===== config.mk =====
export PLATFORM = sky130hd
export DESIGN_NAME = spi_shift_engine_flat
export DESIGN_NICKNAME = d
export VERILOG_FILES = /design/src/rtl/spi_pkg.sv /design/src/rtl/spi_shift_engine_if.sv /design/src/rtl/spi_clk_div.sv /design/src/rtl/spi_shift_engine.sv /design/src/flat_wrapper.sv
export SDC_FILE = /design/constraint.sdc
export NUM_CORES = 1
export LEC_CHECK = 0
export ABC_AREA = 1
export CAP_MARGIN = 20
export CORE_ASPECT_RATIO = 0.9
export CORE_MARGIN = 2
export CORE_UTILIZATION = 30
export CTS_CLUSTER_SIZE = 40
export DETAILED_ROUTE_END_ITERATION = 8
export HOLD_SLACK_MARGIN = 0.15
export MAX_ROUTING_LAYER = met4
export PLACE_DENSITY_LB_ADDON = 0.08
export SYNTH_ARGS = -nofsm -noshare
export SYNTH_HDL_FRONTEND = slang
export SYNTH_SLANG_ARGS = --single-unit

===== constraint.sdc =====
create_clock -name clk_i -period 3.25 [get_ports clk_i]
set_input_delay 0.65 -clock clk_i [delete_from_list [all_inputs] [get_ports clk_i]]
set_output_delay 0.65 -clock clk_i [all_outputs]
set_load 0.005 [all_outputs]

===== src/rtl/spi_pkg.sv =====
// Shared types and defaults for the SPI mode-0 shift engine.
// Build option SPI_LSB_FIRST_EN (see spi_shift_engine.sv) selects LSB-first shifting.
package spi_pkg;

    typedef enum logic [1:0] {
        IDLE     = 2'd0,
        SHIFT_LO = 2'd1,
        SHIFT_HI = 2'd2
    } state_t;

    localparam int DEF_DATA_W  = 8;
    localparam int DEF_CLK_DIV = 4;

    function automatic int bit_cnt_w(input int data_w);
        return (data_w > 1) ? $clog2(data_w) : 1;
    endfunction

    localparam int BIT_CNT_W = bit_cnt_w(DEF_DATA_W);

endpackage


===== src/rtl/spi_shift_engine_if.sv =====
// Adapter-side bus of the SPI shift engine: start/data/chip-select in, busy/data out.
interface spi_shift_engine_if
    import spi_pkg::*;
#(
    parameter int DATA_W = DEF_DATA_W
);
    logic              start_i;
    logic [DATA_W-1:0] data_in_bi;
    logic              spi_cs_i;
    logic              busy_o;
    logic [DATA_W-1:0] data_out_bo;

    modport master (
        output start_i, data_in_bi, spi_cs_i,
        input  busy_o, data_out_bo
    );

    modport slave (
        input  start_i, data_in_bi, spi_cs_i,
        output busy_o, data_out_bo
    );
endinterface


===== src/rtl/spi_clk_div.sv =====
// SCLK half-period divider: one-cycle half_tick every CLK_DIV enabled cycles.
module spi_clk_div
    import spi_pkg::*;
#(
    parameter int CLK_DIV = DEF_CLK_DIV
) (
    input  logic clk_i,
    input  logic rst_i,
    input  logic en_i,
    input  logic restart_i,
    output logic half_tick_o
);
    localparam logic [7:0] TERM = 8'(CLK_DIV - 1);

    logic [7:0] cnt_q, cnt_d;

    assign half_tick_o = en_i && (cnt_q == TERM);

    always_comb begin
        cnt_d = cnt_q + 8'd1;
        if (!en_i || restart_i || half_tick_o) begin
            cnt_d = '0;
        end
    end

    always_ff @(posedge clk_i or posedge rst_i) begin
        if (rst_i) begin
            cnt_q <= '0;
        end else begin
            cnt_q <= cnt_d;
        end
    end
endmodule


===== src/rtl/spi_shift_engine.sv =====
// Byte-wide SPI master shift engine, mode 0 (CPOL=0, CPHA=0), MSB first by default.
// Define SPI_LSB_FIRST_EN to shift LSB first in both directions; timing is unchanged.
module spi_shift_engine
    import spi_pkg::*;
#(
    parameter int CLK_DIV = DEF_CLK_DIV,
    parameter int DATA_W  = DEF_DATA_W
) (
    input  logic                clk_i,
    input  logic                rst_i,
    spi_shift_engine_if.slave   bus,
    input  logic                spi_miso_i,
    output logic                spi_mosi_o,
    output logic                spi_sclk_o
);
    localparam int                CNT_W    = bit_cnt_w(DATA_W);
    localparam logic [CNT_W-1:0] LAST_BIT = CNT_W'(DATA_W - 1);

`ifdef SPI_LSB_FIRST_EN
    function automatic logic [DATA_W-1:0] tx_shift(input logic [DATA_W-1:0] v);
        return v >> 1;
    endfunction
    function automatic logic tx_bit(input logic [DATA_W-1:0] v);
        return v[0];
    endfunction
    function automatic logic [DATA_W-1:0] rx_shift(input logic [DATA_W-1:0] v, input logic b);
        return {b, v[DATA_W-1:1]};
    endfunction
`else
    function automatic logic [DATA_W-1:0] tx_shift(input logic [DATA_W-1:0] v);
        return v << 1;
    endfunction
    function automatic logic tx_bit(input logic [DATA_W-1:0] v);
        return v[DATA_W-1];
    endfunction
    function automatic logic [DATA_W-1:0] rx_shift(input logic [DATA_W-1:0] v, input logic b);
        return {v[DATA_W-2:0], b};
    endfunction
`endif

    state_t            state_q, state_d;
    logic [DATA_W-1:0] tx_q, tx_d;
    logic [DATA_W-1:0] rx_q, rx_d;
    logic [DATA_W-1:0] dout_q, dout_d;
    logic [CNT_W-1:0]  cnt_q, cnt_d;
    logic              busy_q, busy_d;
    logic              mosi_q, mosi_d;
    logic              sclk_q, sclk_d;
    logic              accept;
    logic              half_tick;

    spi_clk_div #(.CLK_DIV(CLK_DIV)) u_clk_div (
        .clk_i       (clk_i),
        .rst_i       (rst_i),
        .en_i        (state_q != IDLE),
        .restart_i   (accept),
        .half_tick_o (half_tick)
    );

    always_comb begin
        state_d = state_q;
        tx_d    = tx_q;
        rx_d    = rx_q;
        dout_d  = dout_q;
        cnt_d   = cnt_q;
        busy_d  = busy_q;
        mosi_d  = mosi_q;
        sclk_d  = sclk_q;
        accept  = 1'b0;

        // Chip-select release aborts any transfer without touching the result.
        if (state_q != IDLE && bus.spi_cs_i) begin
            state_d = IDLE;
            busy_d  = 1'b0;
            mosi_d  = 1'b0;
            sclk_d  = 1'b0;
            cnt_d   = '0;
        end else begin
            case (state_q)
                IDLE: begin
                    if (bus.start_i && !bus.spi_cs_i) begin
                        accept  = 1'b1;
                        tx_d    = bus.data_in_bi;
                        busy_d  = 1'b1;
                        mosi_d  = tx_bit(bus.data_in_bi);
                        cnt_d   = '0;
                        state_d = SHIFT_LO;
                    end
                end
                SHIFT_LO: begin
                    if (half_tick) begin
                        sclk_d  = 1'b1;
                        rx_d    = rx_shift(rx_q, spi_miso_i);
                        state_d = SHIFT_HI;
                    end
                end
                SHIFT_HI: begin
                    if (half_tick) begin
                        sclk_d = 1'b0;
                        if (cnt_q < LAST_BIT) begin
                            cnt_d   = cnt_q + 1'b1;
                            tx_d    = tx_shift(tx_q);
                            mosi_d  = tx_bit(tx_shift(tx_q));
                            state_d = SHIFT_LO;
                        end else begin
                            dout_d  = rx_q;
                            busy_d  = 1'b0;
                            mosi_d  = 1'b0;
                            state_d = IDLE;
                        end
                    end
                end
                default: begin
                    state_d = IDLE;
                    busy_d  = 1'b0;
                    mosi_d  = 1'b0;
                    sclk_d  = 1'b0;
                end
            endcase
        end
    end

    always_ff @(posedge clk_i or posedge rst_i) begin
        if (rst_i) begin
            state_q <= IDLE;
            tx_q    <= '0;
            rx_q    <= '0;
            dout_q  <= '0;
            cnt_q   <= '0;
            busy_q  <= 1'b0;
            mosi_q  <= 1'b0;
            sclk_q  <= 1'b0;
        end else begin
            state_q <= state_d;
            tx_q    <= tx_d;
            rx_q    <= rx_d;
            dout_q  <= dout_d;
            cnt_q   <= cnt_d;
            busy_q  <= busy_d;
            mosi_q  <= mosi_d;
            sclk_q  <= sclk_d;
        end
    end

    assign bus.busy_o      = busy_q;
    assign bus.data_out_bo = dout_q;
    assign spi_mosi_o      = mosi_q;
    assign spi_sclk_o      = sclk_q;
endmodule

===== src/flat_wrapper.sv =====
// flat-port wrapper written by rule: the top's interface ports become plain ports
module spi_shift_engine_flat import spi_pkg::*;
#(
    parameter int CLK_DIV = DEF_CLK_DIV,
    parameter int DATA_W  = DEF_DATA_W
)
  (clk_i, rst_i, spi_miso_i, spi_mosi_o, spi_sclk_o, bus_start_i, bus_data_in_bi, bus_spi_cs_i, bus_busy_o, bus_data_out_bo);
  spi_shift_engine_if #(.DATA_W(DATA_W)) bus_i ();
  input  logic clk_i;
  input  logic rst_i;
  input  logic spi_miso_i;
  output logic spi_mosi_o;
  output logic spi_sclk_o;
  input wire logic [$bits(bus_i.start_i)-1:0] bus_start_i;
  input wire logic [$bits(bus_i.data_in_bi)-1:0] bus_data_in_bi;
  input wire logic [$bits(bus_i.spi_cs_i)-1:0] bus_spi_cs_i;
  output wire logic [$bits(bus_i.busy_o)-1:0] bus_busy_o;
  output wire logic [$bits(bus_i.data_out_bo)-1:0] bus_data_out_bo;
  assign bus_i.start_i = bus_start_i;
  assign bus_i.data_in_bi = bus_data_in_bi;
  assign bus_i.spi_cs_i = bus_spi_cs_i;
  assign bus_busy_o = bus_i.busy_o;
  assign bus_data_out_bo = bus_i.data_out_bo;
  spi_shift_engine #(.CLK_DIV(CLK_DIV), .DATA_W(DATA_W)) u_core (.clk_i(clk_i), .rst_i(rst_i), .bus(bus_i), .spi_miso_i(spi_miso_i), .spi_mosi_o(spi_mosi_o), .spi_sclk_o(spi_sclk_o));
endmodule

==> metrics.yaml, run 1 <==
status: "finished, final reports clean"
max-vdd-ir-drop_v: 0.000256
crit_path_end: "u_core.tx_q[0]"
crit_chain: "clkdlybuf4s50_1 > a21oi_1 > nand2_1 > nor2_4 > nand2_4 > nand2_1 > nand2_1"
min_period_over_period: 0.627
die_w_um: 88.9
ios: 24
drc: 0
synth_enable_flop_cells: 0
report.final.slew_viol_count: 0
clk_latency_ns: 0.29
critPathRequiredTime_ns: 3.43
maxCapViolCount: 0
area_growth_pct: 21.7
initial_core_util: 0.315
placed_area_um2: 2270
numClockSinks: 39
grt_start_max_net_pins: 40
cpMaxStageDelayCell: "clkdlybuf4s50_1"
drt-vias-per-instance: 4.29
synth_cell_type_count: 28
cts_root_buffer: "clkbuf_8"
synthCells: 227
num_rows: 27
yosysSeqAreaShare: 0.501
multi_input_area_um2: 862
reg2regPathDepth: 6
hp-class: "flip-flop to flip-flop"
first_global_vias: 1424
register_area_um2: 976
wirelength_mm: 3.93
dieArea_um2: 7150
cts_hold_buf: 0
core_area_um2: 6180
finalSetupViolations: 0
cts_resized: 0
fillCellCount: 650
groute.usage.overall: 0.128
r2r_end: "u_core.bus.data_out_bo[4]"
cp-end-kind: "flip-flop"
power.density_nw_per_um2: 594
h-tree-depth: 2
dp_hpwl_mm: 2.73
tightest_slew_ns: 0.520
grt_first_pass_wirelength_mm: 6.89
slew_headroom: 0.654
die_y_um: 80.4
drive_gt1_frac: 0.144
skew_ns: 0.00838
cts_buffer_depth: 2
crit_fanout: 8
path_clk_slew_ns: 0.08
rsz0062_at_grt: "false"
cp-startpoint: "bus_spi_cs_i"
p_leak_nw: 1.12
cp_common_cell: "nand2_1"
critPathKind: "input port to flip-flop"
finalCriticalPeriod_ns: 2.04
tns_ns: 0
io_buffers: 23
clock.fmax_mhz: 491
cpPeakStageDelay_ns: 0.53
antenna_found_initial: 0
cts_made_buffers: 5
fin_nets: 271
drtIter0Drc: 81
diodes: 0
grt_remaining_overflow: 0
syn_nets: 242
netlist_area_um2: 1950
yosysWarnings: 0
place_congestion: 0.775
vias: 1477
async_flop_share: 1.00
synthFlopType: "dfrtp_1"
synth_seq_cells: 39
routedWlPerCell_um: 11.4
utilization: 0.383
ant_nets: 0
final_area_um2: 2370
critPathArrivalTime_ns: 2.22
first_pass_iters: 4
syn_avg_cell_area_um2: 8.58
hold_viol_final: 0
startpoint_type: "input port"
cts_tree: "done"
r2r_setup_slack_ns: 1.54
rr_startpoint: "u_core.u_clk_div.cnt_q[0]"
cts_setup_buffers: 0
per-layer routing:
metal  vias to the layer above  wire length [um]  track usage
met3                         4               108       0.0308
li1                        785                 -            -
met2                        18              1650        0.169
met4                         0                54       0.0545
met5                         -                 0            -
met1                       670              2110        0.185
cell usage after synthesis, types with 2 or more instances:
library cell	instances	area [um2]
dfrtp_1	39	976
a21oi_1	5	25.0
nand4_1	5	31.3
ha_1	2	25.0
nand2_1	79	297
nand2_2	2	12.5
xor2_1	2	17.5
nor3b_1	2	15.0
inv_2	4	15.0
nor3_1	2	10.0
o21ai_2	8	70.1
o21ai_1	7	35.0
nand3_1	16	80.1
buf_6	2	22.5
nor2_1	15	56.3
inv_1	19	71.3
nand2_4	3	33.8
nor2_2	2	12.5
nor2_4	4	45.0
cells by family after synthesis:
group           count (synthesis)  synth area share
compound gates                 24            0.0861
buf+inv                        25            0.0559
flops                          39             0.501
fa+ha+maj                       2            0.0129
simple gates                  134             0.330
xor+xnor                        3            0.0135
worst max-delay path: cells and delay by family:
kind	cells	cell delay, ns
simple gates	5	0.62
buf+inv	1	0.53
compound gates	1	0.42
stage by stage:
step	total power [mW]	std cells	hold WS, ns	setup slack (ns)
global placement	1.08	336	0.458	0.895
global route	1.54	344	0.484	1.06
floorplan	0.947	227	0.433	1.69
detailed placement	1.08	336	0.459	0.887
finish	1.41	344	0.471	1.21
CTS	1.44	344	0.477	1.21
flip-flops by register name (all words and copies together) (netlist names):
name and cells:
u_core.tx_q 7, u_core.cnt_q 3, u_core.state_q 2, u_core.bus.busy_o 1
u_core.bus.data_out_bo 8, u_core.spi_mosi_o 1, u_core.rx_q 8, u_core.spi_sclk_o 1
u_core.u_clk_div.cnt_q 8
cell type report:
class | count | area share
tap | 87 | 0.0459
sequential | 39 | 0.412
multi-input combinational | 163 | 0.364
clock buffer | 6 | 0.0348
clock inverter | 2 | 0.00686
inverter | 23 | 0.0364
timing repair buffer | 24 | 0.100
how the worst min path moves through the flow:
stage	slack [ns]	start	depth (start not counted)	end
after floorplan	0.43	u_core.u_clk_div.cnt_q[0]	1	u_core.u_clk_div.cnt_q[0]
after global routing	0.48	u_core.u_clk_div.cnt_q[0]	1	u_core.u_clk_div.cnt_q[0]
final	0.47	u_core.u_clk_div.cnt_q[0]	1	u_core.u_clk_div.cnt_q[0]
after detailed placement	0.46	u_core.tx_q[4]	2	u_core.tx_q[4]
after global placement	0.46	u_core.tx_q[5]	2	u_core.tx_q[5]
after CTS	0.48	u_core.u_clk_div.cnt_q[0]	1	u_core.u_clk_div.cnt_q[0]
power by group:
part / internal (mW) / switching, mW
combinational: 0.149 / 0.272
clock: 0.173 / 0.178
sequential: 0.576 / 0.0598
total: 0.898 / 0.510
placed cells by master (no fill, tap or decap), types with 3 or more instances in the layout:
cell type | synthesis | routed
inv_1 | 19 | 19
o21ai_2 | 8 | 8
nand2_1 | 79 | 79
nor2_1 | 15 | 15
nor2_4 | 4 | 4
dfrtp_1 | 39 | 39
clkdlybuf4s50_1 | 0 | 23
o21ai_1 | 7 | 7
inv_2 | 4 | 4
a21oi_1 | 5 | 5
nand4_1 | 5 | 5
nand2_4 | 3 | 3
clkbuf_8 | 0 | 6
nand3_1 | 16 | 16
Note: power is estimated with default switching activity, not from simulation.
==> inputs of run 2 (changes only) <==
Clock period 3.25 ns to 1.94 ns, I/O delays scaled along.
==> metrics.yaml, run 2 (synthesis gave the netlist of run 1 again) <==
place_ws_ns: 0.0885
vias: 1496
skew_ns: 0.00642
crit_fanout: 16
h-tree-depth: 2
holdWs_ns: 0.450
cts_buffer_depth: 2
rr_startpoint: "u_core.u_clk_div.cnt_q[0]"
cts_resized: 0
placed_area_um2: 2310
groute.usage.overall: 0.125
io_buffers: 23
final_cells: 347
finalCriticalPeriod_ns: 1.71
utilization: 0.389
cts_tree: "done"
num_rows: 27
hp-class: "input port to asynchronous set/reset pin"
core_area_um2: 6180
place_congestion: 0.728
drc: 0
power_mw: 2.41
cp-startpoint: "u_core.u_clk_div.cnt_q[0]"
finalSetupViolations: 0
routedWlPerCell_um: 11.3
critPathArrivalTime_ns: 1.89
cts_setup_buffers: 0
clock.fmax_mhz: 586
cts_hold_buf: 0
min_period_over_period: 0.880
maxCapViolCount: 0
drt-vias-per-instance: 4.31
first_global_vias: 1452
critPathRequiredTime_ns: 2.12
cts_root_buffer: "clkbuf_8"
ios: 24
tns_ns: 0
worst-path-buf-inv: 0
max-vdd-ir-drop_v: 0.000375
dp_hpwl_mm: 2.75
status: "finished, final reports clean"
grt_remaining_overflow: 0
area_growth_pct: 23.5
crit_chain: "ha_1 > nand3_1 > nor2_1 > nand4_4 > nand2_1 > o21ai_2"
rsz0062_at_grt: "false"
startpoint_type: "flip-flop"
layout_setup_ws_ns: 0.233
wirelength_mm: 3.91
cpPeakStageDelay_ns: 0.38
diodes: 0
fillCellCount: 627
drtIter0Drc: 49
cts_made_buffers: 5
final_cell_mix: "nand2_1 (79), dfrtp_1 (39), clkdlybuf4s50_1 (23)"
slew_headroom: 0.754
ant_nets: 0
hold_viol_final: 0
grt_first_pass_wirelength_mm: 6.78
fin_nets: 274
numClockSinks: 39
final_common_cell: "nand2_1"
antenna_found_initial: 0
grt_start_max_net_pins: 40
initial_core_util: 0.315
place_inst: 339
cp-end-kind: "flip-flop"
clk_latency_ns: 0.29
p_leak_nw: 1.14
cpMaxStageDelayCell: "dfrtp_1"
tightest_slew_ns: 0.369
path_clk_slew_ns: 0.08
dieArea_um2: 7150
die_w_um: 88.9
die_y_um: 80.4
power.density_nw_per_um2: 1000
cp_top_family: "simple AND/OR/NAND/NOR gates"
critPathKind: "flip-flop to flip-flop"
final_area_um2: 2400
drive_gt1_frac: 0.154
report.final.slew_viol_count: 0
first_pass_iters: 4
run 2: cell types whose count changed in the layout (fill, tap and decap cells not counted):
cell,before,now
buf_12,0,1
buf_4,1,3
run 2: tightest hold or removal path, stage by stage:
cell and delay, ns:
clkdlybuf4s50_1 0.40, inv_1 0.09, buf_12 0.24
run 2: layout make-up:
| cell class | count | area (um2) | area share |
|---|---|---|---|
| Sequential cell | 39 | 976 | 0.406 |
| Multi-Input combinational cell | 163 | 862 | 0.358 |
| Timing Repair Buffer | 27 | 273 | 0.113 |
| Tap cell | 87 | 109 | 0.0453 |
| Inverter | 23 | 86.3 | 0.0359 |
| Clock buffer | 6 | 82.6 | 0.0343 |
| Clock inverter | 2 | 16.3 | 0.00676 |
run 2: final timing paths:
check,to,slack (ns),cells past startpoint
max,u_core.bus.data_out_bo[6],0.23,6
min,u_core.u_clk_div.cnt_q[0],0.45,3
min reg2reg,u_core.u_clk_div.cnt_q[0],0.47,1
max in group asynchronous,u_core.bus.data_out_bo[5],1.29,3
max reg2reg,u_core.bus.data_out_bo[6],0.23,6
min in group clk_i,u_core.u_clk_div.cnt_q[0],0.47,1
run 2: where the power goes:
group / leakage [nW] / total, mW / internal [mW] / switching (mW)
combinational: 0.573 / 0.744 / 0.278 / 0.465
sequential: 0.521 / 1.06 / 0.965 / 0.0998
clock: 0.0474 / 0.601 / 0.291 / 0.310
run 2: per-layer routing:
layer	GRT usage	wire length, um
met5	-	0
met4	0.0409	46
met3	0.0308	103
met2	0.175	1730
met1	0.177	2030
